[src/rtl/serial_frame_tx_pkg.sv]
// Shared constants for the serial frame transmitter: FSM encodings, line levels
// and a width helper used by the FSM and the bit timer.
package serial_frame_tx_pkg;

    typedef enum logic [2:0] {
        ST_IDLE   = 3'd0,
        ST_START  = 3'd1,
        ST_DATA   = 3'd2,
        ST_PARITY = 3'd3,
        ST_STOP   = 3'd4
    } tx_state_t;

    localparam logic LINE_IDLE  = 1'b1;
    localparam logic LINE_START = 1'b0;

    // Counter/index width for a range of n values, never narrower than 1 bit.
    function automatic int min1_clog2(input int n);
        return (n > 1) ? $clog2(n) : 1;
    endfunction

endpackage

[src/rtl/serial_frame_tx_if.sv]
// Parallel word handshake into the serial frame transmitter: the sender offers
// tx_data with tx_valid and the word is taken on an edge where tx_ready is high.
interface serial_frame_tx_if #(
    parameter int DATA_W = 8
) ();
    logic [DATA_W-1:0] tx_data;
    logic              tx_valid;
    logic              tx_ready;

    modport master (output tx_data, output tx_valid, input  tx_ready);
    modport slave  (input  tx_data, input  tx_valid, output tx_ready);
endinterface

[src/rtl/serial_frame_tx_bit_timer.sv]
// Bit-period timer: bit_end marks the last cycle of each BIT_CYCLES-long bit;
// restart holds the count at zero so the next bit starts a full period later.
module tx_bit_timer
    import serial_frame_tx_pkg::*;
#(
    parameter int BIT_CYCLES = 1
) (
    input  logic clock,
    input  logic reset,
    input  logic restart,
    output logic bit_end
);
    localparam int             CNT_W    = min1_clog2(BIT_CYCLES);
    localparam logic [CNT_W-1:0] CNT_LAST = CNT_W'(BIT_CYCLES - 1);

    logic [CNT_W-1:0] cnt_q;

    assign bit_end = (cnt_q == CNT_LAST);

    always_ff @(posedge clock or negedge reset) begin
        if (!reset) begin
            cnt_q <= '0;
        end else if (restart || bit_end) begin
            cnt_q <= '0;
        end else begin
            cnt_q <= cnt_q + 1'b1;
        end
    end
endmodule

[src/rtl/serial_frame_tx.sv]
// Serial frame transmitter: start, DATA_W bits LSB-first, optional parity, stop.
// Start bit appears the cycle after acceptance; tx_ready stays low for the whole frame.
module serial_frame_tx
    import serial_frame_tx_pkg::*;
#(
    parameter int DATA_W     = 8,
    parameter int BIT_CYCLES = 1,
    parameter int PARITY_EN  = 1,
    parameter int PARITY_ODD = 0
) (
    input  logic             clock,
    input  logic             reset,
    serial_frame_tx_if.slave tx,
    output logic             x_out,
    output logic             busy,
    output logic             done
);
    localparam int               IDX_W    = min1_clog2(DATA_W);
    localparam logic [IDX_W-1:0] IDX_LAST = IDX_W'(DATA_W - 1);

    tx_state_t         state_q, state_nxt;
    logic [DATA_W-1:0] shift_q, shift_nxt;
    logic [IDX_W-1:0]  idx_q, idx_nxt;
    logic              parity_q, parity_nxt;
    logic              x_q, x_nxt;
    logic              ready_q, ready_nxt;
    logic              busy_q, busy_nxt;
    logic              done_q, done_nxt;
    logic              bit_end;

    tx_bit_timer #(.BIT_CYCLES(BIT_CYCLES)) u_timer (
        .clock   (clock),
        .reset   (reset),
        .restart (state_q == ST_IDLE),
        .bit_end (bit_end)
    );

    always_ff @(posedge clock or negedge reset) begin
        if (!reset) begin
            state_q  <= ST_IDLE;
            shift_q  <= '0;
            idx_q    <= '0;
            parity_q <= 1'b0;
            x_q      <= LINE_IDLE;
            ready_q  <= 1'b1;
            busy_q   <= 1'b0;
            done_q   <= 1'b0;
        end else begin
            state_q  <= state_nxt;
            shift_q  <= shift_nxt;
            idx_q    <= idx_nxt;
            parity_q <= parity_nxt;
            x_q      <= x_nxt;
            ready_q  <= ready_nxt;
            busy_q   <= busy_nxt;
            done_q   <= done_nxt;
        end
    end

    always_comb begin
        state_nxt  = state_q;
        shift_nxt  = shift_q;
        idx_nxt    = idx_q;
        parity_nxt = parity_q;
        ready_nxt  = ready_q;
        busy_nxt   = busy_q;
        done_nxt   = 1'b0;
        x_nxt      = LINE_IDLE;

        case (state_q)
            ST_IDLE: begin
                if (tx.tx_valid) begin
                    shift_nxt  = tx.tx_data;
                    parity_nxt = (^tx.tx_data) ^ PARITY_ODD[0];
                    idx_nxt    = '0;
                    state_nxt  = ST_START;
                    ready_nxt  = 1'b0;
                    busy_nxt   = 1'b1;
                end
            end
            ST_START: begin
                if (bit_end) state_nxt = ST_DATA;
            end
            ST_DATA: begin
                if (bit_end) begin
                    shift_nxt = shift_q >> 1;
                    if (idx_q == IDX_LAST) begin
                        idx_nxt   = '0;
                        state_nxt = (PARITY_EN != 0) ? ST_PARITY : ST_STOP;
                    end else begin
                        idx_nxt = idx_q + 1'b1;
                    end
                end
            end
            ST_PARITY: begin
                if (bit_end) state_nxt = ST_STOP;
            end
            ST_STOP: begin
                if (bit_end) begin
                    state_nxt = ST_IDLE;
                    ready_nxt = 1'b1;
                    busy_nxt  = 1'b0;
                    done_nxt  = 1'b1;
                end
            end
            default: begin
                state_nxt = ST_IDLE;
                ready_nxt = 1'b1;
                busy_nxt  = 1'b0;
            end
        endcase

        // The line level is registered from the next state so x_out leads nothing combinationally.
        case (state_nxt)
            ST_START:  x_nxt = LINE_START;
            ST_DATA:   x_nxt = shift_nxt[0];
            ST_PARITY: x_nxt = parity_nxt;
            default:   x_nxt = LINE_IDLE;
        endcase
    end

    assign tx.tx_ready = ready_q;
    assign x_out       = x_q;
    assign busy        = busy_q;
    assign done        = done_q;
endmodule

[src/flat_wrapper.sv]
// flat-port wrapper written by rule: the top's interface ports become plain ports
module serial_frame_tx_flat import serial_frame_tx_pkg::*;
#(
    parameter int DATA_W     = 8,
    parameter int BIT_CYCLES = 1,
    parameter int PARITY_EN  = 1,
    parameter int PARITY_ODD = 0
)
  (clock, reset, x_out, busy, done, tx_tx_data, tx_tx_valid, tx_tx_ready);
  serial_frame_tx_if #(.DATA_W(DATA_W)) tx_i ();
  input  logic clock;
  input  logic reset;
  output logic x_out;
  output logic busy;
  output logic done;
  input wire logic [$bits(tx_i.tx_data)-1:0] tx_tx_data;
  input wire logic [$bits(tx_i.tx_valid)-1:0] tx_tx_valid;
  output wire logic [$bits(tx_i.tx_ready)-1:0] tx_tx_ready;
  assign tx_i.tx_data = tx_tx_data;
  assign tx_i.tx_valid = tx_tx_valid;
  assign tx_tx_ready = tx_i.tx_ready;
  serial_frame_tx #(.DATA_W(DATA_W), .BIT_CYCLES(BIT_CYCLES), .PARITY_EN(PARITY_EN), .PARITY_ODD(PARITY_ODD)) u_core (.clock(clock), .reset(reset), .tx(tx_i), .x_out(x_out), .busy(busy), .done(done));
endmodule
[config.mk]
export PLATFORM = sky130hd
export DESIGN_NAME = serial_frame_tx_flat
export DESIGN_NICKNAME = d
export VERILOG_FILES = /design/src/rtl/serial_frame_tx_pkg.sv /design/src/rtl/serial_frame_tx_if.sv /design/src/rtl/serial_frame_tx_bit_timer.sv /design/src/rtl/serial_frame_tx.sv /design/src/flat_wrapper.sv
export SDC_FILE = /design/constraint.sdc
export NUM_CORES = 1
export LEC_CHECK = 0
export CORE_AREA = 2 2 53 60
export DETAILED_ROUTE_END_ITERATION = 10
export DIE_AREA = 0 0 55 62
export PLACE_DENSITY = 0.54
export RECOVER_POWER = 50
export REMOVE_ABC_BUFFERS = 1
export SETUP_SLACK_MARGIN = 0.05
export SYNTH_ARGS = -nofsm -noshare
export SYNTH_HDL_FRONTEND = slang
export SYNTH_SLANG_ARGS = --single-unit
[constraint.sdc]
create_clock -name clock -period 3.3 [get_ports clock]
set_input_delay 0.33 -clock clock [delete_from_list [all_inputs] [get_ports clock]]
set_output_delay 0.33 -clock clock [all_outputs]
set_load 0.005 [all_outputs]
==> key figures <==
Yosys
  • Post-synthesis sequential area ratio: 0.511
  • Synth cell types: 31
  • Post-synth top flop: dfrtp_1
  • Cells after Synth: slightly below 90
  • Top cell type's share of synthesized area: 0.457
  • Mapped cell area: approximately 980 um2
  • Top post-synthesis cells by area: dfrtp_1, xnor2_1, dfstp_2, nand2_1, a22oi_1
  • Async SR Flop Fraction: 1.00
  • Synth Register Bits: 20
  • Synth warnings: 0
  • Post-synth top area cell: dfrtp_1
  • Number of synthesized flops with an enable pin: 0
  • Synthesized area per cell: 11.1 um2

Clocking
  • Clock Pin Slew Worst Setup and Hold Paths: 0.12 ns
  • Post-CTS setup buffers: 0
  • Cts repair resizes: 0
  • Root Driver: clkbuf_4
  • CTS tree: yes
  • TritonCTS buffer count: 3
  • Clock sink count: 20
  • Later-pin clock latency in the skew report: roughly 0.3 ns
  • Hold buffer count at cts: 0
  • Clock tree buffer depth: 2
  • H-tree lvl count: 1

Outcome
  • Status: completed

GRT
  • First-pass GRT wire length: between 2000 and 3000 um
  • Antenna violations before repair: 0
  • Met2 usage: 0.184
  • GRT met3 Usage: 0.0239
  • Largest net degree at the start of global routing: 21
  • Gr ovfl total: 0
  • GR peak layer: met2
  • All-Layer GR Usage: 0.123
  • Vias in the first global route: ~650
  • Met1 Use GR: 0.163

Power
  • Peak supply drop: between 0.3 and 0.4 mV
  • PwrDens: around 780 mW/mm2
  • Leak: 0.000530 uW

Critical path
  • WP buf/inv: 1
  • Path depth of the worst reg2reg path: 5
  • Setup slack, reg-to-reg: ~1.5 ns
  • Critical path data arrival time: between 1.5 and 2 ns
  • Crit-path cells: nor4b_2 > buf_4 > nor2_2 > nor4_2 > mux2_2
  • Critical path's top delay family: flip-flops
  • Crit path to: u_core.idx_q[0]
  • Crit path max fanout: 13
  • CP Class: register to register
  • CP endpoint kind: register
  • Critical path startpoint: u_core.state_q[2]
  • RR Startpoint: u_core.state_q[2]
  • Startpoint Class: register
  • Worst path slowest cell: dfrtp_1
  • Crit path depth: 5
  • CP required: around 3.5 ns
  • Worst R2R End: u_core.idx_q[0]
  • Max incr delay on CP: 0.63 ns

Drt
  • Drt initial violations: 13
  • Wirelength per Cell: between 10 and 15 um
  • Total number of vias: 675
  • DRT Wirelength: between 1500 and 2000 um
  • Drc violations: 0
  • First-pass DRT Iterations: 2
  • DR vias/cell: slightly below 5
  • Remaining antenna violation count: 0

Finish
  • # fillers: between 200 and 300
  • Fin area: between 0.001 and 0.0015 mm2
  • Final #Nets: around 120
  • Most common cell after layout, fill and taps aside: dfrtp_1
  • Diodes inserted: 0
  • Layout cells sized above 1: 0.124
  • Area growth from synthesis to layout: 19.9%
  • Highest-count cells in the layout ignoring fill and taps: dfrtp_1, nand2_1, clkdlybuf4s50_1, xnor2_1, a22oi_1

Floorplanning
  • Die Width: approximately 55 um
  • Die Y: slightly above 60 um
  • Row count: 21
  • Total core area: about 0.0029 mm2
  • Die area: 0.00341 mm2
  • Initial Util: 0.341
  • IO Pins: 15

Timing
  • TNS Setup: 0 ns
  • Slew of the pin with the lowest slew margin: between 0.8 and 0.9 ns
  • Final period utilization: 0.542
  • Max-slew violations: 0
  • Fmax: roughly 560 MHz
  • Rel. slew slack: 0.403
  • Endpoints failing setup: 0
  • Layout Skew: about 0.0091 ns
  • RSZ-0062 raised after global routing: false
  • Final Hold Viols: 0
  • Tmin final: 1.79 ns

Placed design
  • Post-DP Area: 0.00114 mm2
  • Routability cong.: slightly above 0.7
  • Buffers on Ports: 14
  • HPWL after DPL: between 1000 and 1500 um

Worst hold path
  • Hold crit path type: register to register

Job
  • Max_cap viols: 0
worst min path at each step:
stage | start | end | slack, ns | cells after the start
after floorplan | reset | u_core.busy | 0.03 | 0
after global placement | u_core.shift_q[5] | u_core.shift_q[5] | 0.46 | 2
after detailed placement | u_core.shift_q[0] | u_core.shift_q[0] | 0.47 | 1
after CTS | u_core.shift_q[6] | u_core.shift_q[6] | 0.50 | 2
after global routing | u_core.shift_q[0] | u_core.shift_q[0] | 0.52 | 1
final | u_core.shift_q[5] | u_core.shift_q[5] | 0.49 | 2
sequential cells by signal, summed over array words and instances, names as in the netlist:
register	cells
u_core.parity_q	1
u_core.u_timer.cnt_q	1
u_core.shift_q	8
u_core.x_out	1
u_core.tx.tx_ready	1
u_core.busy	1
u_core.state_q	3
u_core.idx_q	3
u_core.done	1
cell usage after synthesis (all sizes together) (2+ instances only):
library cell  count
a21oi             2
a22o              4
a22oi             6
buf               3
dfrtp            18
dfstp             2
ha                2
inv               5
nand2            14
nor2              5
nor4b             2
o21ai             2
or2b              2
xnor2             8
per-layer routing:
metal | vias to the layer above | routed length [um]
met4 | 0 | 44
li1 | 343 | -
met2 | 11 | 802
met3 | 4 | 54
met5 | - | 0
met1 | 317 | 878
tightest hold or removal path: stages, from the launching register on:
cell     delay [ns]
dfrtp_1        0.36
nand2_1        0.05
nand2_1        0.05
per-stage QoR:
stage / cells / setup slack (ns) / hold WS [ns] / utilization / power, uW
after floorplan: 86 / 1.47 / 0.0344 / - / 663
after global placement: 135 / 1.31 / 0.462 / 0.396 / 780
after detailed placement: 135 / 1.29 / 0.470 / 0.396 / 787
after CTS: 139 / 1.49 / 0.498 / 0.409 / 936
after global routing: 139 / 1.37 / 0.517 / 0.409 / 996
final: 139 / 1.51 / 0.491 / 0.409 / 917
logic make-up (layout without fill, tap and decap cells):
family	after synthesis	in the layout	synth area share
fa+ha+maj	2	2	0.0254
xor+xnor	8	8	0.0712
mux	1	1	0.0114
buf+inv	8	24	0.0496
other cells	1	1	0.00381
simple gates	29	29	0.178
flops	20	20	0.511
compound gates	20	20	0.150
area by class of cell:
| type | instances | area, um2 | share of cell area |
|---|---|---|---|
| clock buffer | 4 | 36.3 | 0.0307 |
| tap | 34 | 42.5 | 0.0360 |
| timing repair buffer | 15 | 148 | 0.125 |
| multi-input combinational | 61 | 433 | 0.367 |
| inverter | 5 | 18.8 | 0.0159 |
| sequential | 20 | 503 | 0.426 |
where the power goes:
group          internal (uW)  total (uW)  switching, uW
clock network           67.3         141           74.1
logic                    180         344            165
registers                348         431           83.4
total                    595         917            322
Note: power is estimated with default switching activity, not from simulation.
